[config.mk]
export PLATFORM = sky130hd
export DESIGN_NAME = uart_tx_arbiter
export DESIGN_NICKNAME = d
export VERILOG_FILES = /design/src/rtl/uart_tx_arbiter.sv
export SDC_FILE = /design/constraint.sdc
export NUM_CORES = 1
export LEC_CHECK = 0
export BUFFER_PORTS_ARGS = -buffer_cell sky130_fd_sc_hd__buf_2
export CORE_MARGIN = 3
export CORE_UTILIZATION = 46
export CTS_BUF_LIST = sky130_fd_sc_hd__clkbuf_16
export CTS_CLUSTER_DIAMETER = 80
export DETAILED_ROUTE_END_ITERATION = 6
export PLACE_DENSITY = 0.85
export SYNTH_ARGS = -nofsm -noshare
export SYNTH_HDL_FRONTEND = slang
export SYNTH_SLANG_ARGS = --single-unit
[constraint.sdc]
create_clock -name CLK -period 2.6 [get_ports CLK]
set_input_delay 0.39 -clock CLK [delete_from_list [all_inputs] [get_ports CLK]]
set_output_delay 0.39 -clock CLK [all_outputs]
set_load 0.005 [all_outputs]
[src/rtl/uart_tx_arbiter.sv]
// Purpose: round-robin arbiter feeding bytes from two requesters into a UART host port (write, settle, poll TX_BUSY).
// Latency: byte latched on the IDLE grant edge, written to the UART the next cycle; next grant no earlier than SETTLE_CYCLES+2 cycles after the write.
// Backpressure: requesters hold VALID/DATA until a one-cycle READY pulse; requests seen while BUSY wait until IDLE.
module uart_tx_arbiter #(
    // Idle cycles between the TX write and the first status poll, legal range 3..15.
    parameter int unsigned SETTLE_CYCLES = 4
) (
    input  logic       CLK,
    input  logic       RESET,
    input  logic       REQ0_VALID,
    input  logic [7:0] REQ0_DATA,
    output logic       REQ0_READY,
    input  logic       REQ1_VALID,
    input  logic [7:0] REQ1_DATA,
    output logic       REQ1_READY,
    output logic [1:0] UART_ADDRESS,
    output logic [7:0] UART_WDATA,
    input  logic [7:0] UART_RDATA,
    output logic       UART_CS_n,
    output logic       UART_WR_n,
    output logic       BUSY,
    output logic       GRANT_ID
);

    typedef enum logic [1:0] {
        IDLE   = 2'd0,
        WRITE  = 2'd1,
        SETTLE = 2'd2,
        POLL   = 2'd3
    } state_t;

    // UART host register map as seen by this block.
    localparam logic [1:0] ADDR_STATUS = 2'h1;
    localparam logic [1:0] ADDR_TXDATA = 2'h2;

    // Terminal value of the settle counter; the counter runs 0..SETTLE_LAST.
    localparam logic [3:0] SETTLE_LAST = 4'(SETTLE_CYCLES - 1);

    state_t     state_q, state_d;
    logic [7:0] hold_q, hold_d;
    logic       grant_q, grant_d;
    logic       last_q, last_d;
    logic [3:0] cnt_q, cnt_d;
    logic [1:0] ready_q, ready_d;

    logic       any_vld;
    logic       winner;
    logic       tx_busy;

    // Only TX_BUSY is consumed from the status register.
    logic       unused_rdata;
    assign unused_rdata = ^{UART_RDATA[7:2], UART_RDATA[0]};
    assign tx_busy      = UART_RDATA[1];

    // Round-robin pick: on a tie the requester that was not served last wins.
    always_comb begin
        any_vld = REQ0_VALID | REQ1_VALID;
        winner  = 1'b0;
        if (REQ0_VALID && REQ1_VALID) begin
            winner = ~last_q;
        end else begin
            winner = REQ1_VALID;
        end
    end

    // Next-state logic: grant in IDLE, one write cycle, counted settle, poll until TX idle.
    always_comb begin
        state_d = state_q;
        hold_d  = hold_q;
        grant_d = grant_q;
        last_d  = last_q;
        cnt_d   = cnt_q;
        ready_d = 2'b00;
        unique case (state_q)
            IDLE: begin
                if (any_vld) begin
                    state_d = WRITE;
                    hold_d  = winner ? REQ1_DATA : REQ0_DATA;
                    grant_d = winner;
                    last_d  = winner;
                    // READY is raised here so it is visible during the WRITE cycle.
                    ready_d = winner ? 2'b10 : 2'b01;
                end
            end
            WRITE: begin
                state_d = SETTLE;
                cnt_d   = 4'd0;
            end
            SETTLE: begin
                if (cnt_q == SETTLE_LAST) begin
                    state_d = POLL;
                    cnt_d   = 4'd0;
                end else begin
                    cnt_d = cnt_q + 4'd1;
                end
            end
            POLL: begin
                if (!tx_busy) begin
                    state_d = IDLE;
                end
            end
            default: begin
                state_d = IDLE;
            end
        endcase
    end

    // State register; reset abandons any transfer and biases the first tie to requester 0.
    always_ff @(posedge CLK) begin
        if (RESET) begin
            state_q <= IDLE;
            hold_q  <= 8'h00;
            grant_q <= 1'b0;
            last_q  <= 1'b1;
            cnt_q   <= 4'd0;
            ready_q <= 2'b00;
        end else begin
            state_q <= state_d;
            hold_q  <= hold_d;
            grant_q <= grant_d;
            last_q  <= last_d;
            cnt_q   <= cnt_d;
            ready_q <= ready_d;
        end
    end

    // UART bus decode from the registered state; address parks on STATUS so
    // CS_n is never low on the RX-data or unused register.
    always_comb begin
        UART_CS_n    = 1'b1;
        UART_WR_n    = 1'b1;
        UART_ADDRESS = ADDR_STATUS;
        UART_WDATA   = hold_q;
        unique case (state_q)
            WRITE: begin
                UART_CS_n    = 1'b0;
                UART_WR_n    = 1'b0;
                UART_ADDRESS = ADDR_TXDATA;
            end
            POLL: begin
                UART_CS_n    = 1'b0;
            end
            default: begin
                UART_CS_n    = 1'b1;
            end
        endcase
    end

    assign REQ0_READY = ready_q[0];
    assign REQ1_READY = ready_q[1];
    assign BUSY       = (state_q != IDLE);
    assign GRANT_ID   = grant_q;

endmodule

; Word level (Yosys, flattened, before mapping)
; Cells that the tools add are included.
[word_totals]
latchBits = 0
word_cells = 38
rom_bits = 0
output_inout_bits = 16
ramBits = 0
memories = 0
inputBits = 28
regBits = 18
[classes]
reduce_logical = 8
div_mod_pow = 0
mul = 0
magnitude_cmp = 0
eq_ne = 7
mux = 12
add_sub_neg = 1
n_shift = 0
bitwise = 4
[ops]
columns = operator, n
row1 = $mux 2, 5
row2 = $mux 8, 1
row3 = $pmux 2 s4, 1
row4 = $pmux 4 s2, 1
row5 = $ne 2x2->1 const B, 3
row6 = $add 4x1->4 const B, 1
row7 = $eq 2x2->1 const B, 2
row8 = $eq 4x2->1 const B, 1
row9 = $mux 4, 1
row10 = $reduce_bool 2->1, 2
row11 = $mux 1, 3
row12 = $not 1->1, 3
row13 = $reduce_and 3->1, 1
row14 = $reduce_or 3->1, 1
row15 = $eq 2x1->1 const B, 1
row16 = $logic_not 2->1, 1
row17 = $reduce_and 2->1, 1
row18 = $reduce_or 2->1, 1
row19 = $logic_and 1x1->1, 1
row20 = $or 1x1->1, 1

; Longest topological paths before layout
[depth]
word_depth = 3
depth_mapped = 6
depth_no_buf = 5

; Worst setup path after synthesis
; No wires, ideal clock.
[synth_timing]
kind = reg2reg
start = register cnt_q[0]
end = register state_q[0]
setup_slack_ps = 1093
n_path_buf = 0
stages_incl_launch_ff = 5
synth_period_minus_slack_ps = 1507
required_ps = 2539
t_arrival_ps = 1446
setup_ps = 61
cell_sequence = dfxtp_1 ha_1 or3b_1 a222oi_1 o221a_1
[synth_via]
elab_chain_len = 3
[synth_rtl]
columns = item, line
row1 = "start, declared", 43  ; logic [3:0] cnt_q, cnt_d;
row2 = "start signal, assigned", 122  ; cnt_q <= cnt_d;
row3 = $eq 4x2->1, 90  ; if (cnt_q == SETTLE_LAST) begin
row4 = $ne 2x2->1 (no line), -
row5 = $reduce_and 3->1 (no line), -
row6 = "end signal, assigned", 118  ; state_q <= state_d;
row7 = "end, declared", 39  ; state_t state_q, state_d;
; No other way between the ends.
; A chain may end at the register's enable or synchronous reset.

; Worst setup path in the final report
; Ends and elaborated chain as after synthesis.

==> impl_metrics.toml <==
[clock_network]
cts.path.max_buffers = 2
cts_tree = "done"
worstSkewPairLatency_ns = 0.24
cts_setup_buffers = 0
clkTransAtPathRegs_ns = 0.05
ctsResizeCount = 0
htree_levels = 1
cts.sinks = 18
cts_buffers = 3
clock-root-buffer = "clkbuf_16"
hold_buffers = 0

[hold_path]
min_from = "RESET"
whs_endpoint = "cnt_q[1]$_SDFFE_PP0P_"
min_path_type = "input pin to register"
holdPathStages = 2

[logic_synthesis]
synthesis.instances = 89
ys_types = 26
synth_warnings = 0
synth_edf_count = 0
synth_nets = 123
synthMuxAreaShare = 0.107
synth-compound-area-share = 0.190
yosys.area_share.adder = 0.0893
synthFlopType = "dfxtp_1"
ys_seq_area_frac = 0.429
synth_top_family_by_area = "compound AO/OA/AOI/OAI gates"
synth_area_um2 = 841
ys_ff_latch = 18
ys_async_sr_fraction = 0
synthXorXnorAreaFrac = 0.0313
synth.avg_cell_area_um2 = 9.45
synthSimpleGateAreaFrac = 0.104

[routing]
wl_um = 1820
vias = 749
drc_errors = 0
wl_met3_um = 139
wl_met2_um = 807
wire_per_inst_um = 12.2
top_layer = "met4"
met1_length_um = 855
first_pass_iters = 4
viasPerCell = 5.03
drt_iter0_drc = 7
ant_nets = 0

[setup_path]
timing.critical_path.fanout_max = 3
critPathKind = "register to register"
startpoint_type = "register"
crit_arrival_ns = 1.82
slowest_delay_ns = 0.43
cp_slowest_cell = "a222oi_1"
reg2reg_slack_ns = 0.97
crit_path_end_kind = "register"
r2r_end = "state_q[0]$_SDFFE_PP0P_"
reg2reg_from = "cnt_q[0]$_SDFFE_PP0P_"
reg2regPathDepth = 4
crit_chain = "ha_1, or3b_1, a222oi_1, o221a_1"
critPathRequiredTime_ns = 2.79

[finish]
drive_gt1_frac = 0.328
antennaDiodeCount = 0
synthToLayoutAreaGrowth_pct = 32.1
final_common_cell = "buf_2"
final_cell_mix = "36 x buf_2, 18 x dfxtp_1, 10 x o21ai_0, 10 x a21oi_1, 9 x mux2i_1"
final_nets = 161
final_cell_count_no_fill = 149
n_fill_cell = 138

[placed_design]
place_congestion = 0.747
io_buffers = 36
hpwl_um = 1330
post-place-ws_ns = 0.996
dpl.cell_count = 146

[floorplan]
core_area_um2 = 1610
dieArea_um2 = 2380
num_io_pins = 44
fp-row-count = 14
die_h_um = 48.8
die_x_um = 48.8
initial_utilization = 0.522

[sta]
fin_crit_ns = 1.63
grt_setup_unrepaired = "false"
hold_viol = 0
period_share = 0.628
slew_violations = 0
fin_tns_setup_ns = 0
clock_skew_ns = 0.00138
slew_headroom = 0.691
timing.final.ws_setup_ns = 0.967
fin_hold_ws_ns = 0.412
clock.fmax_mhz = 612
finalSetupViolations = 0
worst_slew_pin_slew_ns = 0.464

[power]
p_per_area_nw_per_um2 = 1040
vdd_ir_drop_max_mv = 0.613
p_leak_nw = 0.533
total_power_mw = 1.16

[grt]
grt_pass1_wl_um = 3210
grt.total_usage = 0.173
grt_pass1_vias = 750
antenna_found_initial = 0
grt_max_degree = 18
grt-ovfl-total = 0

[run]
cap_violations = 0

[status]
status = "finished, final reports clean"
[logic make-up after synthesis]
kind of cell	count (synthesis)
XOR/XNOR	3
flip-flops	18
AO/OA/AOI/OAI	27
buffers and inverters	9
AND/OR/NAND/NOR	17
multiplexers	9
adder cells (fa/ha/maj)	6
[flip-flops by register name, indices dropped and copies added (netlist names)]
name        count
state_q         2
ready_q         2
cnt_q           4
last_q          1
UART_WDATA      8
GRANT_ID        1
[final cells by class]
class,instances,area [um2],area share
Clock buffer,3,75.1,0.0676
Inverter,5,18.8,0.0169
Multi-Input combinational cell,62,439,0.395
Sequential cell,18,360,0.324
Tap cell,24,30.0,0.0270
Timing Repair Buffer,37,188,0.169
[cell usage after synthesis (all sizes together) (2+ instances only)]
cell     n  area [um2]
dfxtp   18         360
a21oi   10        50.1
o21ai   10        50.1
mux2i    9        90.1
ha       6        75.1
inv      5        18.8
nor3     4        20.0
buf      3        18.8
nand2    3        11.3
nor2     3        11.3
a21boi   2        15.0
and3     2        12.5
xor2     2        17.5
[how the worst max path moves through the flow]
| stage | startpoint | endpoint | slack (ns) | depth (start not counted) |
|---|---|---|---|---|
| floorplan | cnt_q[0]$_SDFFE_PP0P_ | state_q[0]$_SDFFE_PP0P_ | 1.09 | 4 |
| global placement | cnt_q[0]$_SDFFE_PP0P_ | state_q[0]$_SDFFE_PP0P_ | 1.01 | 4 |
| detailed placement | cnt_q[0]$_SDFFE_PP0P_ | state_q[0]$_SDFFE_PP0P_ | 1.0 | 4 |
| CTS | cnt_q[0]$_SDFFE_PP0P_ | state_q[0]$_SDFFE_PP0P_ | 0.97 | 4 |
| global route | cnt_q[0]$_SDFFE_PP0P_ | state_q[1]$_SDFFE_PP0P_ | 0.82 | 4 |
| finish | cnt_q[0]$_SDFFE_PP0P_ | state_q[0]$_SDFFE_PP0P_ | 0.97 | 4 |
[power breakdown]
part | internal [mW] | leakage [nW] | total (mW) | switching, mW
clock | 0.202 | 0.0370 | 0.296 | 0.0938
combinational | 0.215 | 0.348 | 0.466 | 0.251
sequential | 0.354 | 0.148 | 0.398 | 0.0443
total | 0.771 | 0.533 | 1.16 | 0.389
[stage by stage]
step                      utilization  instance area (um2)
after floorplan                     -                  841
after global placement          0.643                 1040
after detailed placement        0.643                 1040
after CTS                       0.689                 1110
after global routing            0.689                 1110
final                           0.689                 1110
[worst max-delay path: cells and delay by family, from the launching register on]
family                     cells  cell delay, ns
and+or+nand+nor                1            0.37
AOI/OAI and AO/OA              2            0.67
adders and majority gates      1            0.18
DFF                            1            0.36
[routing by layer]
metal  up-vias  track usage
li1        393            -
met2        27        0.265
met5         -            0
met1       327        0.220
met3         2       0.0460
met4         0       0.0948
(Power assumes the default switching activity.)
